<file path="src/rtl/tx_iq_axis_buffer_if.sv">
// Lock-stepped I/Q AXI-Stream pair leaving the TX output buffer.
// The master drives data/valid; the slave drives both readys.
interface tx_iq_axis_buffer_if #(
  parameter int pDAT_W = 16
);
  logic [pDAT_W-1:0] tx_i_axis_tdata;
  logic              tx_i_axis_tvalid;
  logic              tx_i_axis_tready;
  logic [pDAT_W-1:0] tx_q_axis_tdata;
  logic              tx_q_axis_tvalid;
  logic              tx_q_axis_tready;

  modport master (
    output tx_i_axis_tdata,
    output tx_i_axis_tvalid,
    input  tx_i_axis_tready,
    output tx_q_axis_tdata,
    output tx_q_axis_tvalid,
    input  tx_q_axis_tready
  );

  modport slave (
    input  tx_i_axis_tdata,
    input  tx_i_axis_tvalid,
    output tx_i_axis_tready,
    input  tx_q_axis_tdata,
    input  tx_q_axis_tvalid,
    output tx_q_axis_tready
  );
endinterface

</file>
<file path="src/rtl/tx_iq_axis_buffer.sv">
// TX_phy I/Q sample FIFO feeding two lock-stepped AXIS channels,
// with prefill, optional zero-fill on underrun and drop counters.
module tx_iq_axis_buffer #(
  parameter int pDAT_W     = 16,
  parameter int pADDR_W    = 5,
  parameter int pSTART_LVL = 16,
  parameter int pZERO_FILL = 1
) (
  input  logic                clk_h,
  input  logic                rst,
  input  logic                flush,
  input  logic [pDAT_W-1:0]   isample_i,
  input  logic [pDAT_W-1:0]   isample_q,
  input  logic                isample_val,
  tx_iq_axis_buffer_if.master tx,
  output logic [pADDR_W:0]    olevel,
  output logic                orun,
  output logic [15:0]         oovf_cnt,
  output logic [15:0]         oudf_cnt
);

  localparam int D = 2**pADDR_W;
  localparam logic [pADDR_W:0] LVL_FULL  = (pADDR_W+1)'(D);
  localparam logic [pADDR_W:0] LVL_START = (pADDR_W+1)'(pSTART_LVL);
  localparam logic [pADDR_W:0] ONE = (pADDR_W+1)'(1);

  typedef enum logic {
    PREFILL,
    RUN
  } state_t;

  state_t state, state_nxt;

  logic [2*pDAT_W-1:0] mem [D];
  logic [pADDR_W-1:0]  wr_ptr, rd_ptr;
  logic [pADDR_W:0]    level, level_nxt;
  logic                zp, zp_nxt;
  logic                empty, full;
  logic                zero_beat, data_beat, tvalid;
  logic                pop, data_pop, zero_pop, wr;
  logic [15:0]         ovf_cnt, udf_cnt;
  logic [2*pDAT_W-1:0] head;

  // zp latches a presented zero beat so a late sample cannot replace it
  always_comb begin
    empty     = (level == '0);
    full      = (level == LVL_FULL);
    zero_beat = (state == RUN) &
                (zp | (empty & (pZERO_FILL != 0)));
    data_beat = (state == RUN) & ~zero_beat & ~empty;
    tvalid    = zero_beat | data_beat;
    pop       = tvalid & tx.tx_i_axis_tready
                       & tx.tx_q_axis_tready;
    data_pop  = pop & data_beat;
    zero_pop  = pop & zero_beat;
    wr        = isample_val & (~full | data_pop);
    level_nxt = level;
    if (wr & ~data_pop)
      level_nxt = level + ONE;
    else if (data_pop & ~wr)
      level_nxt = level - ONE;
    zp_nxt    = zero_beat & ~pop;
  end

  always_comb begin
    state_nxt = state;
    case (state)
      PREFILL:
        if (level_nxt >= LVL_START)
          state_nxt = RUN;
      RUN:
        if (empty && pZERO_FILL == 0)
          state_nxt = PREFILL;
      default:
        state_nxt = PREFILL;
    endcase
  end

  always_ff @(posedge clk_h or posedge rst) begin
    if (rst) begin
      state   <= PREFILL;
      wr_ptr  <= '0;
      rd_ptr  <= '0;
      level   <= '0;
      zp      <= 1'b0;
      ovf_cnt <= '0;
      udf_cnt <= '0;
    end else if (flush) begin
      state   <= PREFILL;
      wr_ptr  <= '0;
      rd_ptr  <= '0;
      level   <= '0;
      zp      <= 1'b0;
      ovf_cnt <= '0;
      udf_cnt <= '0;
    end else begin
      state <= state_nxt;
      level <= level_nxt;
      zp    <= zp_nxt;
      if (wr)
        wr_ptr <= wr_ptr + 1'b1;
      if (data_pop)
        rd_ptr <= rd_ptr + 1'b1;
      if (isample_val & ~wr & (ovf_cnt != 16'hFFFF))
        ovf_cnt <= ovf_cnt + 16'd1;
      if (zero_pop & (udf_cnt != 16'hFFFF))
        udf_cnt <= udf_cnt + 16'd1;
    end
  end

  always_ff @(posedge clk_h) begin
    if (wr & ~flush)
      mem[wr_ptr] <= {isample_i, isample_q};
  end

  assign head = data_beat ? mem[rd_ptr] : '0;

  assign tx.tx_i_axis_tdata  = head[2*pDAT_W-1:pDAT_W];
  assign tx.tx_q_axis_tdata  = head[pDAT_W-1:0];
  assign tx.tx_i_axis_tvalid = tvalid;
  assign tx.tx_q_axis_tvalid = tvalid;

  assign olevel   = level;
  assign orun     = (state == RUN);
  assign oovf_cnt = ovf_cnt;
  assign oudf_cnt = udf_cnt;

endmodule

</file>
<file path="src/flat_wrapper.sv">
// flat-port wrapper written by rule: the top's interface ports become plain ports
module tx_iq_axis_buffer_flat 
#(
  parameter int pDAT_W     = 16,
  parameter int pADDR_W    = 5,
  parameter int pSTART_LVL = 16,
  parameter int pZERO_FILL = 1
)
  (clk_h, rst, flush, isample_i, isample_q, isample_val, olevel, orun, oovf_cnt, oudf_cnt, tx_tx_i_axis_tdata, tx_tx_i_axis_tvalid, tx_tx_i_axis_tready, tx_tx_q_axis_tdata, tx_tx_q_axis_tvalid, tx_tx_q_axis_tready);
  tx_iq_axis_buffer_if #(.pDAT_W(pDAT_W)) tx_i ();
  input  logic clk_h;
  input  logic rst;
  input  logic flush;
  input  logic [pDAT_W-1:0] isample_i;
  input  logic [pDAT_W-1:0] isample_q;
  input  logic isample_val;
  output logic [pADDR_W:0] olevel;
  output logic orun;
  output logic [15:0] oovf_cnt;
  output logic [15:0] oudf_cnt;
  output wire logic [$bits(tx_i.tx_i_axis_tdata)-1:0] tx_tx_i_axis_tdata;
  output wire logic [$bits(tx_i.tx_i_axis_tvalid)-1:0] tx_tx_i_axis_tvalid;
  input wire logic [$bits(tx_i.tx_i_axis_tready)-1:0] tx_tx_i_axis_tready;
  output wire logic [$bits(tx_i.tx_q_axis_tdata)-1:0] tx_tx_q_axis_tdata;
  output wire logic [$bits(tx_i.tx_q_axis_tvalid)-1:0] tx_tx_q_axis_tvalid;
  input wire logic [$bits(tx_i.tx_q_axis_tready)-1:0] tx_tx_q_axis_tready;
  assign tx_tx_i_axis_tdata = tx_i.tx_i_axis_tdata;
  assign tx_tx_i_axis_tvalid = tx_i.tx_i_axis_tvalid;
  assign tx_i.tx_i_axis_tready = tx_tx_i_axis_tready;
  assign tx_tx_q_axis_tdata = tx_i.tx_q_axis_tdata;
  assign tx_tx_q_axis_tvalid = tx_i.tx_q_axis_tvalid;
  assign tx_i.tx_q_axis_tready = tx_tx_q_axis_tready;
  tx_iq_axis_buffer #(.pDAT_W(pDAT_W), .pADDR_W(pADDR_W), .pSTART_LVL(pSTART_LVL), .pZERO_FILL(pZERO_FILL)) u_core (.clk_h(clk_h), .rst(rst), .flush(flush), .isample_i(isample_i), .isample_q(isample_q), .isample_val(isample_val), .tx(tx_i), .olevel(olevel), .orun(orun), .oovf_cnt(oovf_cnt), .oudf_cnt(oudf_cnt));
endmodule
</file>
<file path="config.mk">
export PLATFORM = sky130hd
export DESIGN_NAME = tx_iq_axis_buffer_flat
export DESIGN_NICKNAME = d
export VERILOG_FILES = /design/src/rtl/tx_iq_axis_buffer_if.sv /design/src/rtl/tx_iq_axis_buffer.sv /design/src/flat_wrapper.sv
export SDC_FILE = /design/constraint.sdc
export NUM_CORES = 1
export LEC_CHECK = 0
export ABC_CLOCK_PERIOD_IN_PS = 3600
export CAP_MARGIN = 20
export CORE_UTILIZATION = 55
export DETAILED_ROUTE_END_ITERATION = 10
export GPL_ROUTABILITY_DRIVEN = 0
export HOLD_SLACK_MARGIN = 0.12
export PLACE_DENSITY = 0.82
export SLEW_MARGIN = 20
export SYNTH_ARGS = -nofsm -noshare
export SYNTH_HDL_FRONTEND = slang
export SYNTH_SLANG_ARGS = --single-unit
</file>
<file path="constraint.sdc">
create_clock -name clk_h -period 3.6 [get_ports clk_h]
set_input_delay 0.36 -clock clk_h [delete_from_list [all_inputs] [get_ports clk_h]]
set_output_delay 0.36 -clock clk_h [all_outputs]
set_load 0.01 [all_outputs]
</file>
==> metrics, run 1 <==
IO Count roughly 110; Setup WS post-layout -44.0 ps; CTS buffer count about 100; register area share after synthesis about 78%; min-delay worst type in2async; FMAX approximately 270 MHz; die area between 0.07 and 0.08 mm^2; Synth Warn # 0; Reg2Reg Setup Slack around 880 ps; Final Hold Viols 0; fin cells between 3000 and 4000; share of post-route cells with drive strength above 1 27.6%; die width about 280 um; FF-to-FF End u_core.mem[6][9]; Final min period roughly 3600 ps; ys async rst share around 4.7%; Total Routed Length 113 mm; nets between 2000 and 2500; IO buf count between 100 and 150; critical path startpoint category flop; Mapped Avg Cell Area 21.8 um^2; MaxCap Viol Count 0; switching portion of total power 20.4%; wire per inst between 30 and 40 um; global route total overflow 0; clk sinks 1074; Worst Path Arrival between 3000 and 4000 ps; Initial Util a little under three fifths; Setup-failing EPs final 3; Crit path required time approximately 3200 ps; vias in the first global route between 20000 and 25000; Cell Pwr Density a little over 500 mW/mm^2; register bit total from synthesis 1074; Seq pwr share a little under three fifths; Register Area about 0.032 mm^2; die height around 280 um; Post-Synthesis Cells around 1900; overall routing resource usage a little under a third; first-pass GRT wire length about 160 mm; Fillers 4357; run status finished, violations left; CTS tree yes; CTS clock-pin slew for the worst setup and hold paths 70 ps; largest net degree at the start of global routing 63; via-per-instance ratio between 7 and 8; mapped cell area about 0.041 mm^2; r2r startpoint u_core.olevel[1]; EDFF count, synth roughly 1000; worst-path fanout max between 60 and 70; commonest register cell after synthesis edfxtp_1; detailed-route DRC error count 0; via count 22600; clock root cell clkbuf_16; CP Class reg2out; Max IR drop VDD 0.370 mV; RSZ-0062 raised after global routing yes; number of antenna violations at the first check in global routing 2; period utilisation layout 101%; measured slew at the worst slew-check pin ~1200 ps; Multi-input gate area 0.00923 mm^2; Clk pwr share 42.8%; synth-to-layout area growth 17.4%; Antenna Nets Post-Route 0; R2R depth 9; DRT iter0 DRCs ~3400; Post-Place Setup Slack roughly 220 ps; H-tree lvl count 3; placed cell count between 2000 and 3000; max_slew headroom 21.9%; CP Capture Type output port; row count 99; Gate power share 1.7%; Std-Cell Core Area roughly 0.074 mm^2; Max clock buf depth 3; switching pwr 5.07 mW; final setup TNS -94.3 ps; leakage power about 15 nW; Synth Net Count between 1500 and 2000; max-slew violation count 0; post-DP HPWL roughly 55 mm; library cells used by synthesis 50; placed cell area about 0.044 mm^2; Pre-antenna DRT Iters 5; failing checks negative setup slack; final setup skew 36.8 ps; design area 0.0484 mm^2; Pint 19.8 mW; worst-skew pair later-pin latency 690 ps
==> layer usage <==
layer	wire length (um)	vias up	global-route usage (%)
met5	0	-	0
met4	5880	0	14.1
met3	12900	392	6.12
met2	56800	2027	50.3
met1	37900	11700	38.4
li1	-	8522	-
==> flip-flops by register name, indices dropped and copies added, names as in the netlist <==
register	count
u_core.olevel	6
u_core.orun	1
u_core.zp	1
u_core.wr_ptr	5
u_core.mem	1024
u_core.oovf_cnt	16
u_core.rd_ptr	5
u_core.oudf_cnt	16
==> critical path: stages (launching register included) <==
cell             delay, ps
dfrtp_4                600
or2_2                  210
buf_12                 370
o22a_1                 280
o221ai_1               200
o32ai_2                270
clkdlybuf4s50_1        620
==> synthesized netlist by cell type, types with 2 or more instances <==
library cell / number / area share (%)
a21oi_1: 20 / 0.24
xor2_1: 7 / 0.15
mux4_2: 257 / 14
xnor2_1: 21 / 0.45
nor2_1: 71 / 0.65
or4_1: 8 / 0.15
buf_1: 10 / 0.091
o221ai_1: 31 / 0.66
nor3_1: 6 / 0.073
nand4_1: 10 / 0.15
or2_2: 3 / 0.046
inv_1: 13 / 0.12
ha_1: 9 / 0.27
nand2_1: 26 / 0.24
mux2i_1: 7 / 0.17
o41ai_1: 2 / 0.043
nand2b_1: 2 / 0.030
clkbuf_1: 66 / 0.60
o22ai_1: 63 / 0.96
dfrtp_1: 50 / 3.0
buf_2: 35 / 0.43
and3_1: 5 / 0.076
o32ai_1: 31 / 0.66
or4b_2: 2 / 0.049
or3_1: 9 / 0.14
nand3b_1: 4 / 0.073
o31ai_1: 7 / 0.13
o22a_1: 31 / 0.66
nand3_1: 22 / 0.27
o21ai_0: 11 / 0.13
edfxtp_1: 1024 / 75
and4_1: 2 / 0.043
nor4_1: 9 / 0.14
==> final cells by class <==
class | instances | area share (%)
Antenna cell | 2 | 0.0103
Sequential cell | 1074 | 66.2
Clock inverter | 61 | 1.08
Inverter | 13 | 0.103
Timing Repair Buffer | 229 | 5.47
Multi-Input combinational cell | 692 | 19.1
Clock buffer | 124 | 5.58
Tap cell | 959 | 2.48
==> cells in the final DEF (no fill, tap or decap), drive strengths merged, types with 7 or more instances in the layout <==
master,instances
o22a,31
ha,9
o221ai,31
o31ai,7
clkinv,47
bufinv,8
xor2,7
o21ai,12
dfrtp,50
o32ai,31
nor2,71
a21oi,21
or4,8
nand2,26
dlymetal6s2s,7
edfxtp,1024
mux2i,7
o22ai,63
clkdlybuf4s50,94
nand4,10
buf,119
inv,14
xnor2,21
nand3,22
or3,9
nor4,9
clkbuf,126
mux4,257
==> stage by stage <==
stage          power, mW  hold slack (ps)  util (%)
2_1_floorplan       14.1              459         -
3_3_place_gp        14.4              553      60.4
3_5_place_dp        14.4              575      60.4
4_1_cts             24.8              270      65.4
5_1_grt             25.3              221      65.7
6_report            24.8              178      65.7
==> cell families (layout without fill, tap and decap cells) <==
group | count (synthesis) | after routing | synth area share [%]
compound gates | 204 | 204 | 3.63
buf+inv | 125 | 427 | 1.25
flops | 1074 | 1074 | 77.7
fa+ha+maj | 9 | 9 | 0.273
other cells | 0 | 2 | 0
xor+xnor | 28 | 28 | 0.595
simple gates | 186 | 186 | 2.29
mux | 265 | 265 | 14.3
==> how the worst max path moves through the flow <==
stage / cells after the start / startpoint / slack (ps) / endpoint
after global placement: 8 / u_core.olevel[1] / 270 / tx_tx_i_axis_tdata[7]
after CTS: 7 / u_core.rd_ptr[0] / -40 / tx_tx_q_axis_tdata[5]
after global routing: 8 / u_core.olevel[1] / -100 / tx_tx_q_axis_tdata[14]
after detailed placement: 8 / u_core.olevel[1] / 220 / tx_tx_q_axis_tdata[5]
final: 6 / u_core.rd_ptr[1] / -40 / tx_tx_i_axis_tdata[7]
after floorplan: 7 / u_core.olevel[0] / 270 / u_core.mem[30][0]
==> power by group through the flow <==
stage	clock (mW)	sequential [mW]	combinational, mW
after floorplan	0	14.0	0.125
after global placement	0	14.0	0.366
after detailed placement	0	14.0	0.401
after CTS	10.6	13.8	0.420
after global routing	11.1	13.8	0.453
final	10.6	13.8	0.428
==> repair_timing <==
| item | CTS | global route |
|---|---|---|
| pin swaps | 1 | 0 |
| buffers inserted | 10 | 13 |
| endpoints found under the setup margin | 32 | 28 |
| hold buffers | 0 | 0 |
| gates resized for setup | 46 | 23 |
| gates cloned | 3 | 2 |
| hold endpoints to repair | 0 | 0 |
(Power assumes the default switching activity.)
==> run 2, diff against run 1 <==
ABC_CLOCK_PERIOD_IN_PS = 3400   (was 3600)
CORE_ASPECT_RATIO = 0.7   (was unset)
clock period = 3.4 ns   (was 3.6 ns; I/O delays follow)
==> run 2 against run 1 <==
Net effect: the flow now finishes without violations; worst setup slack better by 110 ps; routed wire length is 2.6% lower; sequential share of layout area fell by 0.080 points; clock power grew 4%; largest power group unchanged; count of clock-buffer cells in the layout decreased by 6; non-clock buffer count is 1 higher; via count down 1.9%; register-to-register slack worse by 380 ps; cell count is 0.29% higher; largest cell class unchanged; core utilization fell by 0.064 points.
==> metrics, run 2 (synthesized netlist as in run 1, its figures left out) <==
run status completed (was finished, violations left); Final min period approximately 3300 ps; Post-Place Setup Slack 220 ps (about the same); CTS buffer count 95 (was 103); clock root cell clkbuf_16 (unchanged); CTS clock-pin slew for the worst setup and hold paths 60 ps (was 70 ps); Reg with most FFs u_core.mem (unchanged); post-DP HPWL 54.7 mm (was 54.9 mm); wire per inst 34.9 um (was 36.0 um); placed cell area 0.0445 mm^2 (was 0.0444 mm^2); Total Routed Length 110 mm (was 113 mm); most common cell after layout, fill and taps aside edfxtp_1 (unchanged); clk sinks 1074 (unchanged); Max IR drop VDD 0.498 mV (was 0.370 mV); leakage power 14.9 nW (about the same); CP Class reg2out (unchanged); IO buf count 110 (unchanged); CP Capture Type output port (unchanged); final setup TNS 0 ps (was -94.3 ps); first-pass GRT wire length 159 mm (was 160 mm); final setup skew 26.2 ps (was 36.8 ps); die area 0.0760 mm^2 (about the same); share of post-route cells with drive strength above 1 28.1% (was 27.6%); Pre-antenna DRT Iters 8 (was 5); worst-skew pair later-pin latency 680 ps (was 690 ps); largest net degree at the start of global routing 58 (was 63); max_slew headroom 20.7% (was 21.9%); die height 231 um (was 276 um); Crit path required time 3060 ps (was 3240 ps); design area 0.0484 mm^2 (about the same); die width 329 um (was 276 um); detailed-route DRC error count 0 (unchanged); worst-path fanout max 13 (was 62); MaxCap Viol Count 0 (unchanged); min-delay worst type in2async (unchanged); R2R depth 9 (unchanged); Final Hold Viols 0 (unchanged); critical path startpoint category flop (unchanged); IO Count 111 (unchanged); FF-to-FF End u_core.mem[12][19] (was u_core.mem[6][9]); Worst Path Arrival 2990 ps (was 3280 ps); synth-to-layout area growth 17.6% (was 17.4%); max reg flops 1024 (unchanged); Std-Cell Core Area 0.0737 mm^2 (was 0.0736 mm^2); post-layout util 65.7% (about the same); r2r startpoint u_core.olevel[0] (was u_core.olevel[1]); max-slew violation count 0 (unchanged); Setup-failing EPs final 0 (was 3); CTS tree yes (unchanged); global route total overflow 0 (unchanged); nets 2153 (was 2160); Reg2Reg Setup Slack 500 ps (was 880 ps); DRT iter0 DRCs 3279 (was 3417); number of antenna violations at the first check in global routing 1 (was 2); Cell Pwr Density 536 mW/mm^2 (was 513 mW/mm^2); H-tree lvl count 3 (unchanged); FMAX about 300 MHz; Max clock buf depth 3 (unchanged); vias in the first global route 22700 (was 22900); Setup WS post-layout 65.4 ps (was -44.0 ps); via count 22200 (was 22600); measured slew at the worst slew-check pin 1190 ps (was 1170 ps); Antenna Nets Post-Route 0 (unchanged); commonest cells after routing, fill and taps aside edfxtp_1 (1024), mux4_2 (257), clkbuf_16 (100) (was edfxtp_1 (1024), mux4_2 (257), clkbuf_16 (107)); period utilisation layout between 90% and 100%; row count 83 (was 99); via-per-instance ratio 7.02 (was 7.18); Initial Util 55.9% (was 56.0%); overall routing resource usage 29.6% (was 30.2%)
-- run 2: cell count changes in the layout (fill, tap and decap cells not counted), sizes merged, moves of 3 or more --
| cell | change |
|---|---|
| clkdlybuf4s50 | -23 |
| dlygate4sd2 | +13 |
| clkdlybuf4s15 | +11 |
| dlymetal6s2s | -7 |
| clkbuf | -5 |
| clkinv | -4 |
| buf | +3 |
-- run 2: layout make-up --
| type | instances | area (um^2) |
|---|---|---|
| Sequential cell | 1074 | 32000 |
| Fill cell | 4481 | 25300 |
| Multi-Input combinational cell | 692 | 9320 |
| Timing Repair Buffer | 230 | 2690 |
| Clock buffer | 118 | 2580 |
| Tap cell | 977 | 1220 |
| Clock inverter | 58 | 549 |
| Inverter | 13 | 50.0 |
| Antenna cell | 1 | 2.50 |
-- run 2: timing repair --
action                                  CTS  global route
endpoints found under the setup margin   32            16
hold buffers                              0             0
buffers inserted                         17             0
gates resized for setup                  87            34
pin swaps                                 1             2
cloned                                    8             0
-- run 2: worst max-delay path by stage --
stage                                        end             start  slack, ps  depth (start not counted)
after global routing      tx_tx_i_axis_tdata[13]  u_core.rd_ptr[0]        -20                          6
after floorplan                u_core.mem[30][0]  u_core.olevel[0]         70                          7
final                     tx_tx_i_axis_tdata[13]  u_core.rd_ptr[0]         70                          6
after global placement     tx_tx_q_axis_tdata[6]  u_core.olevel[0]        260                          8
after detailed placement   tx_tx_q_axis_tdata[7]  u_core.olevel[0]        220                          8
after CTS                  tx_tx_i_axis_tdata[3]  u_core.rd_ptr[0]          5                          7
-- run 2: critical path: stages, from the launching register on --
cell and delay [ps]:
dfrtp_4 430, buf_6 200, buf_16 190, mux4_2 540, o22ai_1 440, o32ai_4 190, dlygate4sd2_1 330
-- run 2: metal layers --
layer	vias up	track usage, %	share of wire (%)
met2	1821	47.5	49
li1	8505	-	-
met4	0	12.8	4.5
met3	323	6.56	11
met1	11600	39.4	35
met5	-	0	0
-- run 2: power breakdown --
part,switching (mW),total (mW),internal (mW),leakage (nW)
clock,4.81,11.0,6.16,1.53
sequential,0.0219,14.6,14.5,9.90
combinational,0.329,0.456,0.127,3.43
total,5.16,26.0,20.8,14.9
-- run 2: per-stage QoR --
step / std cells / hold slack [ps] / total power [mW]
finish: 3163 / 192 / 26.0
global route: 3163 / 208 / 26.5
CTS: 3162 / 292 / 26.0
detailed placement: 2961 / 564 / 15.3
global placement: 2961 / 553 / 15.2
floorplan: 1891 / 439 / 15.0
==> run 3, diff against run 2 <==
GPL_ROUTABILITY_DRIVEN = unset   (was 0)
==> results of run 3 <==
The final DEF is identical to that of run 2; final timing and power are the same.
==> RTL edit 1 (flow settings as in run 2) <==
`pDAT_W` is set to 16 in 3 places; all go to 18.
--- a/src/rtl/tx_iq_axis_buffer_if.sv
+++ b/src/rtl/tx_iq_axis_buffer_if.sv
@@ -2,5 +2,5 @@
 // The master drives data/valid; the slave drives both readys.
 interface tx_iq_axis_buffer_if #(
-  parameter int pDAT_W = 16
+  parameter int pDAT_W = 18
 );
   logic [pDAT_W-1:0] tx_i_axis_tdata;
--- a/src/rtl/tx_iq_axis_buffer.sv
+++ b/src/rtl/tx_iq_axis_buffer.sv
@@ -2,5 +2,5 @@
 // with prefill, optional zero-fill on underrun and drop counters.
 module tx_iq_axis_buffer #(
-  parameter int pDAT_W     = 16,
+  parameter int pDAT_W     = 18,
   parameter int pADDR_W    = 5,
   parameter int pSTART_LVL = 16,
--- a/src/flat_wrapper.sv
+++ b/src/flat_wrapper.sv
@@ -2,5 +2,5 @@
 module tx_iq_axis_buffer_flat 
 #(
-  parameter int pDAT_W     = 16,
+  parameter int pDAT_W     = 18,
   parameter int pADDR_W    = 5,
   parameter int pSTART_LVL = 16,
Interface: changed (resized isample_i, isample_q, tx_tx_i_axis_tdata and tx_tx_q_axis_tdata); port bits go from 111 to 119. The function was not compared with the original's and may differ.
==> RTL edit 1 against run 2 <==
The run now ends with negative setup slack left. Global-route usage increased by 0.42 points. Clock skew increased by 0.012 ns. Via count increased by 14%. Hold slack got worse by 0.0019 ns. Sequential cell count increased by 128. Critical path type unchanged. Largest cell class unchanged. Combinational power increased by 9.9%. Routed wire length increased by 18%. Worst setup slack got worse by 0.13 ns. Synthesized cell count increased by 9.9%. Total power increased by 12%. Fmax decreased by 3.8%. Area after synthesis increased by 12%. First-iteration DRC count increased by 3.6%. Final area increased by 13%.
==> RTL edit 1: results (changes against run 2) <==
stage,metric,value,unit,change
logic_synthesis,synth-adder-area-share,0.2444,%,was 0.2734%
timing,worstMarginPinSlew,1.138,ns,was 1.186 ns
global_routing,antenna_found_initial,2,,was 1
outcome,violations,negative setup slack,,
logic_synthesis,synth_xor_area_share,0.5702,%,was 0.5954%
power_and_ir_drop,clock_power_share,42.1,%,was 42.2%
timing,fin_skew,0.03833,ns,was 0.02620 ns
logic_synthesis,syn-num-nets,2129,,was 1938
global_routing,grt_pass1_vias,24900,,was 22740
finish,inverters_excl_clock,10,,was 13
logic_synthesis,yosys-top-cells-count,"edfxtp_1, mux4_2, nor2_1",,unchanged
timing,fin_tns_setup,-0.06750,ns,was 0 ns
timing,timing.hold.ws,0.1898,ns,was 0.1917 ns
global_routing,gr-usage-met1,39.98,%,was 39.40%
route,first_pass_iters,6,,was 8
worst_setup_path,path_max_fanout,12,,was 13
power_and_ir_drop,p_leak,17.03,nW,was 14.86 nW
finish,largest_reg_flops,1152,,was 1024
finish,multi_input_area,10510,sq um,was 9321 sq um
timing,setup_viol,1,,was 0
finish,nClkBuffers,131,,was 118
placement,placed_cells,3306,,was 2961
global_routing,gr-usage-met3,7.241,%,was 6.556%
global_routing,grt_pass1_wl,179.2,mm,was 158.7 mm
logic_synthesis,yosysSeqAreaShare,77.78,%,was 77.70%
global_routing,track_usage,30.00,%,was 29.58%
power_and_ir_drop,ir_worst_vdd,0.4489,mV,was 0.4980 mV
placement,place.port_buffers,118,,was 110
outcome,status,finished with violations,,was finished clean
route,drt-initial-drc-count,3397,,was 3279
clock_tree,cts_buffers,105,,was 95
logic_synthesis,synth_edf_count,1152,,was 1024
route,vias_per_cell,7.037,,was 7.021
die,start_util,55.73,%,was 55.86%
route,wl,130.6,mm,was 110.5 mm
clock_tree,ctsHoldBuffers,1,,was 0
timing,worst_slack,-0.06750,ns,was 0.06543 ns
power_and_ir_drop,swShare,20.26,%,was 19.86%
logic_synthesis,synth_mux_area_share,14.32,%,was 14.25%
route,topRoutingLayerUsed,met5,,was met4
placement,dpl_worst_slack,0.007117,ns,was 0.2204 ns
[RTL edit 1: changes by cell type after synthesis, moves of 4 or more]
cell / run 2 / this run
nand2_4: 0 / 4
o32ai_1: 31 / 35
mux4_2: 257 / 289
nand4_1: 10 / 16
edfxtp_1: 1024 / 1152
o22ai_1: 63 / 71
o22a_1: 31 / 35
buf_4: 1 / 11
clkbuf_1: 66 / 52
buf_2: 35 / 47
nand3_1: 22 / 12
o221ai_1: 31 / 35
nor4_2: 0 / 4
nor4_1: 9 / 4
[RTL edit 1: path summary, 6_finish.rpt]
check | start | end
setup / recovery | u_core.rd_ptr[0] | tx_tx_i_axis_tdata[15]
hold / removal | isample_q[5] | u_core.mem[25][5]
setup reg to reg | u_core.olevel[1] | u_core.mem[26][17]
hold reg to reg | u_core.oovf_cnt[6] | u_core.oovf_cnt[6]
max in group asynchronous | rst | u_core.olevel[1]
min in group asynchronous | rst | u_core.oudf_cnt[3]
==> RTL edit 2 (config.mk and constraints of run 2) <==
Made on the original files. Make the reset (`rst`) synchronous in one clocked block.
--- a/src/rtl/tx_iq_axis_buffer.sv
+++ b/src/rtl/tx_iq_axis_buffer.sv
@@ -77,5 +77,5 @@
   end
 
-  always_ff @(posedge clk_h or posedge rst) begin
+  always_ff @(posedge clk_h) begin
     if (rst) begin
       state   <= PREFILL;
Behaviour: differs if rst is asserted again (counterexample within 4 cycles, from zero or initial values and one cycle with rst high); with rst held inactive, the same outputs for 4 cycles.
==> RTL edit 2 against run 2 <==
Count of clock-buffer cells in the layout grew 1. Die area grew 1.7%. Sequential cell count grew 5. First-iteration DRC count shrank 7.3%. Total power shrank 1.4%. Hold slack lost 0.024 ns. Critical path depth grew 4. Worst setup slack lost 0.023 ns. Global-route usage shrank 0.15 points. Routed wire length grew 1.7%. Final area grew 2.8%. Via count grew 3.5%. Utilization grew 0.50 points. Area after synthesis grew 1.7%. Critical path type unchanged.
==> RTL edit 2: results (changes against run 2) <==
stage,metric,value,unit,change
route,first_pass_iters,6,,was 8
worst_setup_path,rrSetupSlack,0.44,ns,was 0.50 ns
power_and_ir_drop,p_comb_share,1.5,%,was 1.8%
finish,finalNetCount,2361,,was 2153
logic_synthesis,synth_mux_area_share,17.22,%,was 14.25%
clock_tree,cts_buffers,96,,was 95
power_and_ir_drop,switchingPower,5.288,mW,was 5.161 mW
timing,fin_skew,0.03152,ns,was 0.02620 ns
worst_setup_path,r2r-start,u_core.orun,,was u_core.olevel[0]
power_and_ir_drop,clock_power_share,41.6,%,was 42.2%
logic_synthesis,synth_compound_area_share,2.123,%,was 3.633%
power_and_ir_drop,pg_comb,0.378,mW,was 0.456 mW
logic_synthesis,synth_edf_count,1024,,unchanged
timing,worstMarginPinSlew,1.116,ns,was 1.186 ns
logic_synthesis,syn-num-nets,2072,,was 1938
worst_setup_path,arrival,3.02,ns,was 2.99 ns
finish,drive_gt1_share,34.03,%,was 28.15%
placement,dpl_worst_slack,0.1430,ns,was 0.2204 ns
outcome,status,finished clean,,unchanged
worst_hold_path,hold_path_class,in2reg,,was in2async
route,wl,112.4,mm,was 110.5 mm
finish,largest_reg_flops,1024,,unchanged
worst_setup_path,crit_type,reg2out,,unchanged
global_routing,antenna_found_initial,3,,was 1
route,drt-initial-drc-count,3038,,was 3279
logic_synthesis,yosysMostFrequentCell,edfxtp_1,,unchanged
clock_tree,clk_latency,0.70,ns,was 0.68 ns
worst_setup_path,path_max_fanout,8,,was 13
logic_synthesis,synth-adder-area-share,0.2986,%,was 0.2734%
timing,period_minus_slack,3.357,ns,was 3.335 ns
logic_synthesis,yosysSeqAreaShare,76.00,%,was 77.70%
logic_synthesis,synth_area_leaders,"edfxtp_1, mux4_2, dfxtp_1",,"was edfxtp_1, mux4_2, dfrtp_1"
worst_setup_path,r2r_cells,7,,was 9
placement,place.port_buffers,110,,unchanged
global_routing,grt_pass1_vias,23560,,was 22740
worst_setup_path,endpoint,tx_tx_i_axis_tdata[6],,was tx_tx_i_axis_tdata[13]
global_routing,grt_max_degree,74,,was 58
logic_synthesis,yosys-top-cells-count,"edfxtp_1, mux4_2, nor2_1",,unchanged
clock_tree,cts_root_buf,clkbuf_16,,unchanged
route,num_vias,22990,,was 22210
logic_synthesis,synth_xor_area_share,0.4598,%,was 0.5954%
logic_synthesis,synthArstFlopShare,0,%,was 4.655%
clock_tree,clk_path_buf_depth,3,,unchanged
power_and_ir_drop,p_leak,15.46,nW,was 14.86 nW
global_routing,grt_pass1_wl,162.1,mm,was 158.7 mm
placement,dpl.hpwl,57.28,mm,was 54.74 mm
worst_setup_path,cpPeakStageDelay,0.51,ns,was 0.54 ns
global_routing,track_usage,29.43,%,was 29.58%
RTL edit 2: cell types whose count changed after synthesis, moves of 50 or more:
cell,delta
dfrtp_1,-50
mux2i_1,+65
nor2_1,+67
mux2_2,+64
a21oi_1,+62
dfxtp_1,+55
RTL edit 2: kinds of logic after synthesis:
logic type               Yosys count
XOR/XNOR                          22
AO/OA/AOI/OAI                    152
multiplexers                     393
AND/OR/NAND/NOR                  249
buffers and inverters            119
flip-flops                      1079
adder cells (fa/ha/maj)           10
RTL edit 2: metal layers:
metal	track usage (%)	vias to the layer above	share of wire, %	routed length (um)
met4	10.88	2	3.7	4153
li1	-	8976	-	-
met2	47.33	1806	48	54180
met5	0	-	0.0080	9
met3	6.784	287	12	13190
met1	39.79	11920	36	40860
RTL edit 2: per-stage QoR:
step | instance area, sq um | util [%] | instances | hold WS [ns] | setup TNS (ns)
2_1_floorplan | 41910 | - | 2024 | 0.4389 | -54.03
3_3_place_gp | 45350 | 60.26 | 3134 | 0.4760 | 0
3_5_place_dp | 45350 | 60.26 | 3134 | 0.4891 | 0
4_1_cts | 49760 | 66.12 | 3376 | 0.3475 | -0.1350
5_1_grt | 49790 | 66.17 | 3385 | 0.1825 | -0.1287
6_report | 49800 | 66.17 | 3386 | 0.1672 | 0
RTL edit 2: area by class of cell:
class / count / area (sq um)
Inverter: 10 / 37.54
Clock inverter: 61 / 534.3
Clock buffer: 119 / 2499
Antenna cell: 2 / 5.005
Tap cell: 989 / 1237
Multi-Input combinational cell: 826 / 10270
Fill cell: 4578 / 25460
Timing Repair Buffer: 300 / 3347
Sequential cell: 1079 / 31870
RTL edit 2: timing repair:
action,in CTS,in global routing
setup endpoints to repair,32,37
buffers inserted,46,7
pin swaps,3,3
hold endpoints to repair,0,0
cloned,16,2
gates resized for setup,181,48
